**src/rtl/ae_pkg.sv**
```systemverilog
// Shared definitions for the autoencoder datapath sequencer: opcodes, ALU
// select codes, sequencer state encoding and instruction field positions.
package ae_pkg;

    localparam logic [3:0] OP_ADD   = 4'b0000;
    localparam logic [3:0] OP_SUB   = 4'b0001;
    localparam logic [3:0] OP_MUL   = 4'b0010;
    localparam logic [3:0] OP_STORE = 4'b0011;
    localparam logic [3:0] OP_HALT  = 4'b1111;

    localparam logic [1:0] SEL_ADD = 2'b00;
    localparam logic [1:0] SEL_SUB = 2'b01;
    localparam logic [1:0] SEL_MUL = 2'b10;

    localparam int OPC_MSB  = 15;
    localparam int DST_MSB  = 11;
    localparam int DST_LSB  = 8;
    localparam int SRCA_MSB = 7;
    localparam int SRCA_LSB = 4;
    localparam int SRCB_MSB = 3;
    localparam int SRCB_LSB = 0;

    typedef enum logic [2:0] {
        ST_IDLE   = 3'd0,
        ST_FETCH  = 3'd1,
        ST_DECODE = 3'd2,
        ST_EXEC   = 3'd3,
        ST_WAIT   = 3'd4,
        ST_WB     = 3'd5,
        ST_DONE   = 3'd6
    } seq_state_e;

    function automatic logic is_alu_op(input logic [3:0] op);
        return (op == OP_ADD) || (op == OP_SUB) || (op == OP_MUL);
    endfunction

    // Non-ALU opcodes map to add so the select never floats to an unused code
    function automatic logic [1:0] alu_sel_of(input logic [3:0] op);
        logic [1:0] sel;
        case (op)
            OP_SUB:  sel = SEL_SUB;
            OP_MUL:  sel = SEL_MUL;
            default: sel = SEL_ADD;
        endcase
        return sel;
    endfunction

endpackage

```
**src/rtl/seq_watchdog.sv**
```systemverilog
// ALU response watchdog: counts cycles while enabled and flags expiry once
// TIMEOUT-1 has been reached; cleared when a new ALU operation is launched.
module seq_watchdog #(
    parameter int TIMEOUT = 64
) (
    input  logic clk,
    input  logic rst,
    input  logic clr_i,
    input  logic en_i,
    output logic expired_o
);

    localparam int CW = (TIMEOUT > 1) ? $clog2(TIMEOUT) : 1;
    localparam logic [CW-1:0] LAST = CW'(TIMEOUT - 1);

    logic [CW-1:0] cnt_q;
    logic [CW-1:0] cnt_d;

    // Next count: saturates at LAST so a late alu_done cannot wrap it
    always_comb begin
        cnt_d = cnt_q;
        if (clr_i) begin
            cnt_d = '0;
        end else if (en_i && (cnt_q != LAST)) begin
            cnt_d = cnt_q + CW'(1);
        end else begin
            cnt_d = cnt_q;
        end
    end

    // Counter register
    always_ff @(posedge clk) begin
        if (rst) begin
            cnt_q <= '0;
        end else begin
            cnt_q <= cnt_d;
        end
    end

    assign expired_o = (cnt_q == LAST);

endmodule

```
**src/rtl/alu_sequencer.sv**
```systemverilog
// Program sequencer: fetches and decodes instructions, launches ALU ops,
// waits for completion under a watchdog and issues the write-back strobe.
module alu_sequencer
    import ae_pkg::*;
#(
    parameter int OP_WIDTH = 4,
    parameter int PC_WIDTH = 8,
    parameter int PROG_LEN = 256,
    parameter int TIMEOUT  = 64
) (
    input  logic                clk,
    input  logic                rst,
    input  logic                start,
    output logic                busy,
    output logic                done,
    output logic                err,
    output logic [PC_WIDTH-1:0] imem_addr,
    input  logic [15:0]         imem_data,
    output logic [3:0]          rf_addr_a,
    output logic [3:0]          rf_addr_b,
    output logic                alu_en,
    output logic [1:0]          alu_op_sel,
    output logic                alu_start,
    input  logic                alu_done,
    output logic                mem_we,
    output logic [3:0]          mem_waddr,
    output logic                wb_sel
);

    localparam logic [PC_WIDTH-1:0] LAST_PC = PC_WIDTH'(PROG_LEN - 1);

    seq_state_e          state_q, state_d;
    logic [PC_WIDTH-1:0] pc_q, pc_d;
    logic [15:0]         instr_q, instr_d;
    logic                err_q, err_d;
    logic [OP_WIDTH-1:0] dec_op_s;
    logic [OP_WIDTH-1:0] cur_op_s;
    logic                wd_expired_s;

    logic busy_q, done_q, alu_en_q, alu_start_q, mem_we_q, wb_sel_q;
    logic [1:0] alu_op_sel_q;

    assign dec_op_s = imem_data[OPC_MSB -: OP_WIDTH];
    assign cur_op_s = instr_d[OPC_MSB -: OP_WIDTH];

    seq_watchdog #(.TIMEOUT(TIMEOUT)) u_watchdog (
        .clk       (clk),
        .rst       (rst),
        .clr_i     (state_q == ST_EXEC),
        .en_i      (state_q == ST_WAIT),
        .expired_o (wd_expired_s)
    );

    // Next-state, pc, instruction and error logic
    always_comb begin
        state_d = state_q;
        pc_d    = pc_q;
        instr_d = instr_q;
        err_d   = err_q;
        case (state_q)
            ST_IDLE, ST_DONE: begin
                if (start) begin
                    pc_d    = '0;
                    err_d   = 1'b0;
                    state_d = ST_FETCH;
                end else begin
                    state_d = state_q;
                end
            end
            ST_FETCH: state_d = ST_DECODE;
            ST_DECODE: begin
                instr_d = imem_data;
                if (is_alu_op(dec_op_s)) begin
                    state_d = ST_EXEC;
                end else if (dec_op_s == OP_STORE) begin
                    state_d = ST_WB;
                end else if (dec_op_s == OP_HALT) begin
                    state_d = ST_DONE;
                end else begin
                    err_d   = 1'b1;
                    state_d = ST_DONE;
                end
            end
            ST_EXEC: state_d = ST_WAIT;
            ST_WAIT: begin
                // alu_done wins over an expiry landing in the same cycle
                if (alu_done) begin
                    state_d = ST_WB;
                end else if (wd_expired_s) begin
                    err_d   = 1'b1;
                    state_d = ST_DONE;
                end else begin
                    state_d = ST_WAIT;
                end
            end
            ST_WB: begin
                if (pc_q == LAST_PC) begin
                    state_d = ST_DONE;
                end else begin
                    pc_d    = pc_q + PC_WIDTH'(1);
                    state_d = ST_FETCH;
                end
            end
            default: state_d = ST_IDLE;
        endcase
    end

    // State registers plus outputs registered from the next state
    always_ff @(posedge clk) begin
        if (rst) begin
            state_q      <= ST_IDLE;
            pc_q         <= '0;
            instr_q      <= 16'h0000;
            err_q        <= 1'b0;
            busy_q       <= 1'b0;
            done_q       <= 1'b0;
            alu_en_q     <= 1'b0;
            alu_start_q  <= 1'b0;
            mem_we_q     <= 1'b0;
            alu_op_sel_q <= SEL_ADD;
            wb_sel_q     <= 1'b0;
        end else begin
            state_q      <= state_d;
            pc_q         <= pc_d;
            instr_q      <= instr_d;
            err_q        <= err_d;
            busy_q       <= (state_d != ST_IDLE) && (state_d != ST_DONE);
            done_q       <= (state_d == ST_DONE);
            alu_en_q     <= (state_d == ST_EXEC) || (state_d == ST_WAIT);
            alu_start_q  <= (state_d == ST_EXEC);
            mem_we_q     <= (state_d == ST_WB);
            alu_op_sel_q <= alu_sel_of(cur_op_s);
            wb_sel_q     <= (cur_op_s == OP_STORE);
        end
    end

    assign busy       = busy_q;
    assign done       = done_q;
    assign err        = err_q;
    assign imem_addr  = pc_q;
    assign rf_addr_a  = instr_q[SRCA_MSB:SRCA_LSB];
    assign rf_addr_b  = instr_q[SRCB_MSB:SRCB_LSB];
    assign alu_en     = alu_en_q;
    assign alu_op_sel = alu_op_sel_q;
    assign alu_start  = alu_start_q;
    assign mem_we     = mem_we_q;
    assign mem_waddr  = instr_q[DST_MSB:DST_LSB];
    assign wb_sel     = wb_sel_q;

endmodule

```
**config.mk**
```make
export PLATFORM = sky130hd
export DESIGN_NAME = alu_sequencer
export DESIGN_NICKNAME = d
export VERILOG_FILES = /design/src/rtl/ae_pkg.sv /design/src/rtl/seq_watchdog.sv /design/src/rtl/alu_sequencer.sv
export SDC_FILE = /design/constraint.sdc
export NUM_CORES = 1
export LEC_CHECK = 0
export ABC_AREA = 1
export CAP_MARGIN = 5
export CORE_MARGIN = 2
export CORE_UTILIZATION = 45
export DETAILED_ROUTE_END_ITERATION = 12
export HOLD_SLACK_MARGIN = 0.05
export PLACE_DENSITY_LB_ADDON = 0.12
export SYNTH_ARGS = -nofsm -noshare
export SYNTH_HDL_FRONTEND = slang
export SYNTH_SLANG_ARGS = --single-unit
```
**constraint.sdc**
```tcl
create_clock -name clk -period 3.5 [get_ports clk]
set_input_delay 0.7 -clock clk [delete_from_list [all_inputs] [get_ports clk]]
set_output_delay 0.7 -clock clk [all_outputs]
set_load 0.01 [all_outputs]
```
==> results of run 1 <==
[cell families (layout without fill, tap and decap cells)]
kind of cell / Yosys count / after routing / share of synthesized area [%]
AO/OA/AOI/OAI: 38 / 38 / 10.5
XOR/XNOR: 1 / 1 / 0.453
adder cells (fa/ha/maj): 2 / 2 / 1.29
buffers and inverters: 47 / 86 / 12.5
flip-flops: 42 / 42 / 43.5
AND/OR/NAND/NOR: 142 / 142 / 31.8
[area by class of cell]
cell class              count  share of cell area, %
inverters                  29                   4.46
clock inverters             1                  0.205
clock buffers               7                   3.53
multi-input cells         183                   34.8
well taps                  50                   2.56
flip-flops and latches     42                   34.4
repair buffers             49                   20.0
[flip-flops by register name (all words and copies together), names as in the netlist]
name	cells
imem_addr	8
busy	1
u_watchdog.cnt_q	6
done	1
state_q	3
alu_en	1
alu_start	1
mem_we	1
instr_q	16
wb_sel	1
alu_op_sel	2
err	1
[tightest hold or removal path: cells and delay by family (launching register included)]
kind | cells | cell delay, ns
compound gates | 1 | 0.05
flops | 1 | 0.31
simple gates | 1 | 0.06
[report_power, final]
| part | switching [mW] | internal, mW |
|---|---|---|
| Combinational | 0.165 | 0.131 |
| Sequential | 0.0295 | 0.523 |
| Clock | 0.153 | 0.159 |
| Total | 0.347 | 0.813 |
[per-layer routing]
layer  global-route usage, %  vias up  share of wire (%)  wire (µm)
met5                       0        -                  0          0
met4                    6.75        0               0.45         18
met3                    3.49        2                4.7        186
met2                    28.6       37                 47       1890
met1                    24.0      757                 47       1890
li1                        -      920                  -          -
[how the worst min path moves through the flow]
stage                     start     endpoint  cells after the start
floorplan           instr_q[11]  instr_q[11]                      2
global placement     instr_q[3]   instr_q[3]                      2
detailed placement   instr_q[7]   instr_q[7]                      2
CTS                  instr_q[7]   instr_q[7]                      2
global route         instr_q[7]   instr_q[7]                      2
finish               instr_q[0]   instr_q[0]                      2
[placed cells by master, fill, tap and decap left out, types with 2 or more instances in the layout]
master | Yosys | routed
nand2_1 | 72 | 72
clkdlybuf4s50_1 | 0 | 48
dfxtp_1 | 42 | 42
nor2_1 | 34 | 34
a21oi_1 | 26 | 26
inv_1 | 23 | 23
nand3_1 | 15 | 15
o21ai_0 | 8 | 8
inv_2 | 6 | 6
clkbuf_8 | 0 | 6
nand2_2 | 4 | 4
nor2_2 | 3 | 3
nand4_1 | 3 | 3
nor3_1 | 3 | 3
o21ai_2 | 2 | 2
and3_1 | 2 | 2
ha_1 | 2 | 2
==> load_flow_metrics.sql, run 1 <==
INSERT INTO impl_metrics (metric_group, metric, value, unit) VALUES
('placed_design', 'post-place-ws', '1.34', 'ns'),
('detailed_routing', 'avgRoutedWirePerCell', '11.0', 'µm'),
('setup_path', 'reg2regPathDepth', '8', ''),
('run', 'drv.max_cap_violation_count', '0', ''),
('synthesis', 'synth_largest_type_area_fraction', '43.5', '%'),
('placed_design', 'detailed_placer_s_ending_hpwl', '2870', 'µm'),
('cells_and_area', 'final_nets', '332', ''),
('synthesis', 'netlist_area', '1930', 'µm²'),
('setup_path', 'number_of_buffers_and_inverters_on_the_critical_path', '1', ''),
('sta', 'final-setup-viol-count', '0', ''),
('global_routing', 'vias_in_the_first_global_route', '1620', ''),
('floorplan', 'fp.dieArea', '4840', 'µm²'),
('setup_path', 'required_time_of_the_worst_setup_path', '2.80', 'ns'),
('setup_path', 'critical_path.top_delay_family', 'buffers and inverters', ''),
('sta', 'final_hold_violations', '0', ''),
('pwr', 'total_power', '1.16', 'mW'),
('sta', 'final.setup.worst_slack', '1.55', 'ns'),
('floorplan', 'core-area', '4060', 'µm²'),
('hold_path', 'holdCritPathClass', 'reg2reg', ''),
('cells_and_area', 'fill_count', '407', ''),
('setup_path', 'worstSetupPathDepth', '1', ''),
('placed_design', 'placed_area', '2350', 'µm²'),
('floorplan', 'std_cell_rows', '23', ''),
('sta', 'setup-tns-final', '0', 'ns'),
('sta', 'final.setup_skew', '0.00728', 'ns'),
('cells_and_area', 'post_synthesis_to_final_layout_area_growth', '26.3', '%'),
('synthesis', 'synth_top_area_cell', 'dfxtp_1', ''),
('detailed_routing', 'detailedRoute.firstPassIterationCount', '5', ''),
('synthesis', 'yosys_warnings', '0', ''),
('cells_and_area', 'antenna_cells', '0', ''),
('cells_and_area', 'multi_input_comb_area', '851', 'µm²'),
('global_routing', 'antenna_found_initial', '0', ''),
('setup_path', 'critical_path_arrival', '1.25', 'ns'),
('setup_path', 'worstPathMaxFanout', '4', ''),
('sta', 'slew-limit-headroom', '74.9', '%'),
('pwr', 'leakage', '0.969', 'nW'),
('setup_path', 'reg2reg_to', 'alu_op_sel[1]', ''),
('cells_and_area', 'area.sequential', '841', 'µm²'),
('setup_path', 'critPathSlowestCell', 'clkdlybuf4s50_1', ''),
('clocking', 'clkSlewWorstSetupHoldPaths', '0.08', 'ns'),
('clocking', 'cts_tree', 'yes', ''),
('placed_design', 'place.port_buffers', '48', ''),
('setup_path', 'critPathKind', 'reg2out', ''),
('setup_path', 'startpoint', 'imem_addr[1]', ''),
('clocking', 'cts_buffer_depth', '2', ''),
('synthesis', 'syn_nets', '294', ''),
('clocking', 'clk_root_buffer_cell', 'clkbuf_8', ''),
('status', 'outcome', 'completed', ''),
('setup_path', 'beginning_of_the_worst_register_to_register_path', 'state_q[1]', ''),
('clocking', 'cts.sink_count', '42', ''),
('synthesis', 'synth.most_common_cell', 'nand2_1', ''),
('global_routing', 'wire_length_of_the_first_global_routing_pass', '7070', 'µm'),
('cells_and_area', 'proportion_of_layout_cells_with_a_drive_suffix_above_1', '9.00', '%'),
('synthesis', 'ys_async_sr_fraction', '0', '%'),
('synthesis', 'synth_cells', '272', ''),
('synthesis', 'synth.ff_latch_count', '42', ''),
('detailed_routing', 'detail_route.wirelength', '3980', 'µm'),
('clocking', 'cts_hold_buffers', '0', ''),
('floorplan', 'fp.dieH', '69.6', 'µm'),
('detailed_routing', 'detail_route.vias_per_cell', '4.75', ''),
('synthesis', 'synth_commonest_cells', 'nand2_1, dfxtp_1, nor2_1', ''),
('synthesis', 'dominantRegCellSynth', 'dfxtp_1', ''),
('synthesis', 'synth_cell_types', '29', ''),
('sta', 'layout_min_cycle_time', '1.95', 'ns'),
('detailed_routing', 'postRouteAntennaNets', '0', ''),
('floorplan', 'die_x', '69.6', 'µm'),
('clocking', 'post_cts_resize_count', '0', ''),
('detailed_routing', 'remaining_drc_errors', '0', ''),
('clocking', 'total_number_of_h_tree_levels', '2', ''),
('sta', 'tightest_slew', '0.375', 'ns'),
('floorplan', 'starting_utilization_of_the_core_area', '47.7', '%');
(Power assumes the default switching activity.)
==> run 2, diff against run 1 <==
==> constraint.sdc (replaced) <==
create_clock -name clk -period 1.92 [get_ports clk]
set_input_delay 0.384 -clock clk [delete_from_list [all_inputs] [get_ports clk]]
set_output_delay 0.384 -clock clk [all_outputs]
set_load 0.01 [all_outputs]
==> load_flow_metrics.sql, run 2 (synthesized netlist as in run 1, its figures left out) <==
INSERT INTO impl_metrics (metric_group, metric, value, unit) VALUES
('setup_path', 'required_time_of_the_worst_setup_path', '1.54', 'ns'),
('detailed_routing', 'detailedRoute.firstPassIterationCount', '5', ''),
('setup_path', 'reg2reg_slack', '0.41', 'ns'),
('pwr', 'total_power', '2.14', 'mW'),
('detailed_routing', 'detail_route.vias_per_cell', '4.71', ''),
('clocking', 'cts_tree', 'yes', ''),
('sta', 'layout_min_cycle_time', '1.67', 'ns'),
('clocking', 'insertion_delay', '0.29', 'ns'),
('global_routing', 'maximum_number_of_pins_on_one_net_before_global_route_repair', '20', ''),
('detailed_routing', 'remaining_drc_errors', '0', ''),
('pwr', 'maximum_vdd_ir_drop', '0.421', 'mV'),
('floorplan', 'fp.dieH', '69.6', 'µm'),
('clocking', 'clkSlewWorstSetupHoldPaths', '0.08', 'ns'),
('setup_path', 'worst_setup_path_end_kind', 'output port', ''),
('sta', 'timing.final.crit_share', '86.8', '%'),
('clocking', 'numCtsBuffers', '5', ''),
('sta', 'clock.fmax', '600', 'MHz'),
('placed_design', 'place.port_buffers', '48', ''),
('detailed_routing', 'avgRoutedWirePerCell', '10.5', 'µm'),
('clocking', 'cts.sink_count', '42', ''),
('floorplan', 'std_cell_rows', '23', ''),
('sta', 'final_hold_violations', '0', ''),
('cells_and_area', 'fill_count', '381', ''),
('setup_path', 'worst_path_largest_cell_delay', '0.58', 'ns'),
('setup_path', 'startpoint', 'imem_addr[4]', ''),
('setup_path', 'critPathKind', 'reg2out', ''),
('clocking', 'total_number_of_h_tree_levels', '2', ''),
('floorplan', 'boundaryPins', '49', ''),
('placed_design', 'detailed_placer_s_ending_hpwl', '2790', 'µm'),
('setup_path', 'critical_path.top_delay_family', 'buffers and inverters', ''),
('setup_path', 'reg2reg_to', 'busy', ''),
('setup_path', 'critical_path_arrival', '1.28', 'ns'),
('clocking', 'cts_hold_buffers', '0', ''),
('floorplan', 'die_x', '69.6', 'µm'),
('detailed_routing', 'overall_via_count_from_detail_route', '1716', ''),
('hold_path', 'holdCritPathClass', 'reg2reg', ''),
('setup_path', 'critPathSlowestCell', 'clkdlybuf4s50_1', ''),
('placed_design', 'gpl.final_weighted_congestion', '0.823', ''),
('floorplan', 'starting_utilization_of_the_core_area', '47.7', '%'),
('global_routing', 'antenna_found_initial', '0', ''),
('sta', 'hold_ws', '0.464', 'ns'),
('setup_path', 'crit_path_start_kind', 'flip-flop', ''),
('clocking', 'post_cts_resize_count', '0', ''),
('cells_and_area', 'registers.top_by_ff_count', 'instr_q', ''),
('global_routing', 'wire_length_of_the_first_global_routing_pass', '6730', 'µm'),
('setup_path', 'worstSetupPathDepth', '1', ''),
('cells_and_area', 'final_nets', '335', ''),
('floorplan', 'fp.dieArea', '4840', 'µm²'),
('global_routing', 'grtUsageTotal', '17.1', '%'),
('detailed_routing', 'detail_route.wirelength', '3840', 'µm'),
('cells_and_area', 'antenna_cells', '0', ''),
('cells_and_area', 'largest_register_ffs', '16', ''),
('floorplan', 'core-area', '4060', 'µm²'),
('global_routing', 'vias_in_the_first_global_route', '1541', ''),
('clocking', 'post-cts-setup-buffers', '0', ''),
('cells_and_area', 'proportion_of_layout_cells_with_a_drive_suffix_above_1', '10.2', '%'),
('detailed_routing', 'postRouteAntennaNets', '0', ''),
('setup_path', 'number_of_buffers_and_inverters_on_the_critical_path', '1', ''),
('pwr', 'leakage', '0.982', 'nW'),
('cells_and_area', 'layout_common_cells', 'nand2_1, clkdlybuf4s50_1, dfxtp_1', ''),
('status', 'outcome', 'completed', ''),
('run', 'drv.max_cap_violation_count', '0', ''),
('sta', 'slew-limit-headroom', '79.8', '%'),
('cells_and_area', 'post_synthesis_to_final_layout_area_growth', '27.6', '%'),
('setup_path', 'crit_end', 'imem_addr[4]', ''),
('clocking', 'cts_buffer_depth', '2', ''),
('sta', 'setup-tns-final', '0', 'ns'),
('setup_path', 'worstPathMaxFanout', '5', ''),
('sta', 'final-setup-viol-count', '0', ''),
('sta', 'rsz_0062_raised_after_global_routing', 'no', ''),
('setup_path', 'reg2regPathDepth', '8', ''),
('setup_path', 'worstPathCellList', 'clkdlybuf4s50_1', ''),
('pwr', 'powerDensity', '867', 'nW/µm²'),
('sta', 'drv_slew', '0', ''),
('clocking', 'clk_root_buffer_cell', 'clkbuf_8', ''),
('global_routing', 'grt_overflow', '0', ''),
('cells_and_area', 'final_common_cell', 'nand2_1', ''),
('sta', 'final.setup_skew', '0.00544', 'ns'),
('setup_path', 'beginning_of_the_worst_register_to_register_path', 'imem_addr[1]', ''),
('sta', 'tightest_slew', '0.303', 'ns'),
('detailed_routing', 'count_of_routing_violations_after_the_opening_detailed_route_iteration', '64', '');
==> run 2: worst reg2reg max path, delay by kind of cell, from the launching register on <==
| family | cells | cell delay (ns) |
|---|---|---|
| adder cells (fa/ha/maj) | 1 | 0.18 |
| flip-flops | 1 | 0.38 |
| AND/OR/NAND/NOR | 7 | 0.86 |
==> run 2: through the flow <==
step           util [%]  worst slack (ns)  cells  instance area [µm²]
2_1_floorplan         -             0.483    272                 1930
3_3_place_gp       58.5             0.200    356                 2370
3_5_place_dp       58.5             0.190    356                 2370
4_1_cts            60.8             0.237    364                 2470
5_1_grt            60.8             0.212    364                 2470
6_report           60.8             0.253    364                 2470
==> run 2: per-layer routing <==
layer / up-vias / GRT usage, % / routed length (µm)
met1: 744 / 22.4 / 1860
met2: 41 / 26.0 / 1680
met5: - / 0 / 0
li1: 926 / - / -
met3: 5 / 4.80 / 219
met4: 0 / 7.84 / 76
==> run 2: how the worst min path moves through the flow <==
stage	startpoint	endpoint	cells after the start
finish	instr_q[4]	instr_q[4]	2
global route	instr_q[7]	instr_q[7]	2
CTS	instr_q[7]	instr_q[7]	2
detailed placement	instr_q[7]	instr_q[7]	2
global placement	instr_q[5]	instr_q[5]	2
floorplan	instr_q[11]	instr_q[11]	2
==> run 2: cell type report <==
type                    instances  area (µm²)  share of cell area, %
clock buffers                   6        82.6                   3.35
clock inverters                 2        12.5                  0.507
inverters                      29         109                   4.41
multi-input cells             183         851                   34.5
flip-flops and latches         42         841                   34.1
well taps                      50        62.6                   2.53
repair buffers                 52         510                   20.7
==> run 2: power breakdown <==
group	switching, mW	internal [mW]	total [mW]
logic	0.299	0.251	0.550
clock network	0.298	0.289	0.587
registers	0.0494	0.953	1.00
total	0.646	1.49	2.14
==> run 3, diff against run 2 <==
--- a/config.mk
+++ b/config.mk
@@ -8,7 +8,7 @@
 export ABC_AREA = 1
 export CAP_MARGIN = 5
 export CORE_MARGIN = 2
-export CORE_UTILIZATION = 45
+export CORE_UTILIZATION = 35
 export DETAILED_ROUTE_END_ITERATION = 12
 export HOLD_SLACK_MARGIN = 0.05
 export PLACE_DENSITY_LB_ADDON = 0.12
==> load_flow_metrics.sql, run 3 (synthesized netlist as in run 1, its figures left out) <==
INSERT INTO impl_metrics (metric_group, metric, value, unit) VALUES
('setup_path', 'critPathSlowestCell', 'clkdlybuf4s50_1', ''),
('cells_and_area', 'final_nets', '335', ''),
('global_routing', 'maximum_number_of_pins_on_one_net_before_global_route_repair', '20', ''),
('detailed_routing', 'detail_route.wirelength', '4100', 'µm'),
('placed_design', 'place.port_buffers', '48', ''),
('sta', 'timing.final.crit_share', '87.3', '%'),
('pwr', 'leakage', '0.979', 'nW'),
('clocking', 'insertion_delay', '0.29', 'ns'),
('hold_path', 'holdCritPathClass', 'reg2reg', ''),
('global_routing', 'grt_overflow', '0', ''),
('floorplan', 'std_cell_rows', '27', ''),
('global_routing', 'grtUsageTotal', '14.1', '%'),
('global_routing', 'antenna_found_initial', '0', ''),
('clocking', 'cts_hold_buffers', '0', ''),
('floorplan', 'fp.dieArea', '6140', 'µm²'),
('clocking', 'numCtsBuffers', '5', ''),
('pwr', 'maximum_vdd_ir_drop', '0.471', 'mV'),
('placed_design', 'gpl.final_weighted_congestion', '0.814', ''),
('sta', 'setup-tns-final', '0', 'ns'),
('cells_and_area', 'post_synthesis_to_final_layout_area_growth', '28.2', '%'),
('setup_path', 'required_time_of_the_worst_setup_path', '1.54', 'ns'),
('detailed_routing', 'postRouteAntennaNets', '0', ''),
('pwr', 'powerDensity', '843', 'nW/µm²'),
('detailed_routing', 'detailedRoute.firstPassIterationCount', '4', ''),
('detailed_routing', 'count_of_routing_violations_after_the_opening_detailed_route_iteration', '52', ''),
('sta', 'final.setup_skew', '0.00750', 'ns'),
('sta', 'tightest_slew', '0.334', 'ns'),
('cells_and_area', 'multi_input_comb_area', '851', 'µm²'),
('cells_and_area', 'largest_register_ffs', '16', ''),
('run', 'drv.max_cap_violation_count', '0', ''),
('sta', 'final-setup-viol-count', '0', ''),
('clocking', 'total_number_of_h_tree_levels', '2', ''),
('cells_and_area', 'layout_common_cells', 'nand2_1, clkdlybuf4s50_1, dfxtp_1', ''),
('cells_and_area', 'proportion_of_layout_cells_with_a_drive_suffix_above_1', '9.90', '%'),
('sta', 'final_hold_violations', '0', ''),
('global_routing', 'busiest_layer', 'met2', ''),
('clocking', 'cts_buffer_depth', '2', ''),
('cells_and_area', 'registers.top_by_ff_count', 'instr_q', ''),
('cells_and_area', 'fill_count', '578', ''),
('sta', 'drv_slew', '0', ''),
('setup_path', 'worstPathCellList', 'clkdlybuf4s50_1', ''),
('floorplan', 'fp.dieH', '78.3', 'µm'),
('setup_path', 'number_of_buffers_and_inverters_on_the_critical_path', '1', ''),
('cells_and_area', 'area.sequential', '841', 'µm²'),
('cells_and_area', 'final_common_cell', 'nand2_1', ''),
('clocking', 'cts_tree', 'yes', ''),
('setup_path', 'critPathKind', 'reg2out', ''),
('floorplan', 'starting_utilization_of_the_core_area', '35.8', '%'),
('hold_path', 'hold_depth', '2', ''),
('cells_and_area', 'layout.core_utilization', '45.9', '%'),
('sta', 'rsz_0062_raised_after_global_routing', 'no', ''),
('placed_design', 'detailed_placer_s_ending_hpwl', '3010', 'µm'),
('setup_path', 'critical_path.top_delay_family', 'buffers and inverters', ''),
('clocking', 'clk_root_buffer_cell', 'clkbuf_8', ''),
('setup_path', 'critical_path_arrival', '1.29', 'ns'),
('global_routing', 'gr-usage-met2', '22.0', '%'),
('setup_path', 'crit_path_start_kind', 'flip-flop', ''),
('global_routing', 'vias_in_the_first_global_route', '1523', ''),
('detailed_routing', 'overall_via_count_from_detail_route', '1733', ''),
('setup_path', 'worst_path_largest_cell_delay', '0.58', 'ns'),
('clocking', 'cts.sink_count', '42', ''),
('sta', 'slew-limit-headroom', '77.6', '%'),
('detailed_routing', 'avgRoutedWirePerCell', '10.6', 'µm'),
('floorplan', 'boundaryPins', '49', ''),
('clocking', 'post_cts_resize_count', '0', ''),
('sta', 'layout_min_cycle_time', '1.68', 'ns'),
('setup_path', 'worstPathMaxFanout', '5', ''),
('cells_and_area', 'antenna_cells', '0', ''),
('global_routing', 'grtUsageMet3', '3.79', '%'),
('setup_path', 'reg2regPathDepth', '8', ''),
('global_routing', 'wire_length_of_the_first_global_routing_pass', '6940', 'µm'),
('detailed_routing', 'detail_route.vias_per_cell', '4.50', ''),
('setup_path', 'worst_setup_path_end_kind', 'output port', ''),
('status', 'outcome', 'completed', ''),
('floorplan', 'core-area', '5410', 'µm²'),
('global_routing', 'grtUsageMet1', '18.1', '%'),
('detailed_routing', 'remaining_drc_errors', '0', ''),
('clocking', 'clkSlewWorstSetupHoldPaths', '0.08', 'ns'),
('floorplan', 'die_x', '78.3', 'µm'),
('sta', 'clock.fmax', '596', 'MHz'),
('setup_path', 'worstSetupPathDepth', '1', ''),
('clocking', 'post-cts-setup-buffers', '0', '');
run 3: changes by cell type in the layout (fill, tap and decap cells not counted), sizes merged:
cell / previous run / this run
clkbuf: 6 / 5
clkinv: 1 / 2
clkinvlp: 1 / 0
run 3: worst paths after layout:
check | end | slack [ns] | start
setup / recovery | imem_addr[4] | 0.24 | imem_addr[4]
hold reg to reg | instr_q[3] | 0.46 | instr_q[3]
setup reg to reg | busy | 0.39 | imem_addr[1]
hold / removal | instr_q[3] | 0.46 | instr_q[3]
run 3: metal layers:
metal | share of wire (%) | up-vias
li1 | - | 926
met1 | 49 | 747
met2 | 43 | 52
met3 | 5.9 | 8
met4 | 2.2 | 0
met5 | 0 | -
run 3: area by class of cell:
class / count / share of cell area, %
tap: 72 / 3.63
multi-input combinational: 183 / 34.3
inverter: 29 / 4.39
timing repair buffer: 52 / 20.6
clock inverter: 2 / 0.404
clock buffer: 5 / 2.77
sequential: 42 / 33.9
run 3: worst min-delay path, stage by stage (launching register included):
cell and delay [ns]:
dfxtp_1 0.31, nand2_1 0.06, a21oi_1 0.05
run 3: metrics by stage:
stage	power [mW]	area [µm²]	hold WS, ns	setup WS, ns	instances
3_5_place_dp	1.58	2400	0.456	0.166	378
2_1_floorplan	1.40	1930	0.444	0.483	272
5_1_grt	2.24	2480	0.484	0.144	385
3_3_place_gp	1.58	2400	0.453	0.193	378
4_1_cts	2.13	2480	0.469	0.226	385
6_report	2.09	2480	0.465	0.243	385
run 3: report_power, final:
part           leakage (nW)  internal (mW)  switching (mW)
sequential            0.341          0.953          0.0515
combinational         0.595          0.248           0.300
clock                0.0438          0.244           0.293
total                 0.979           1.45           0.645
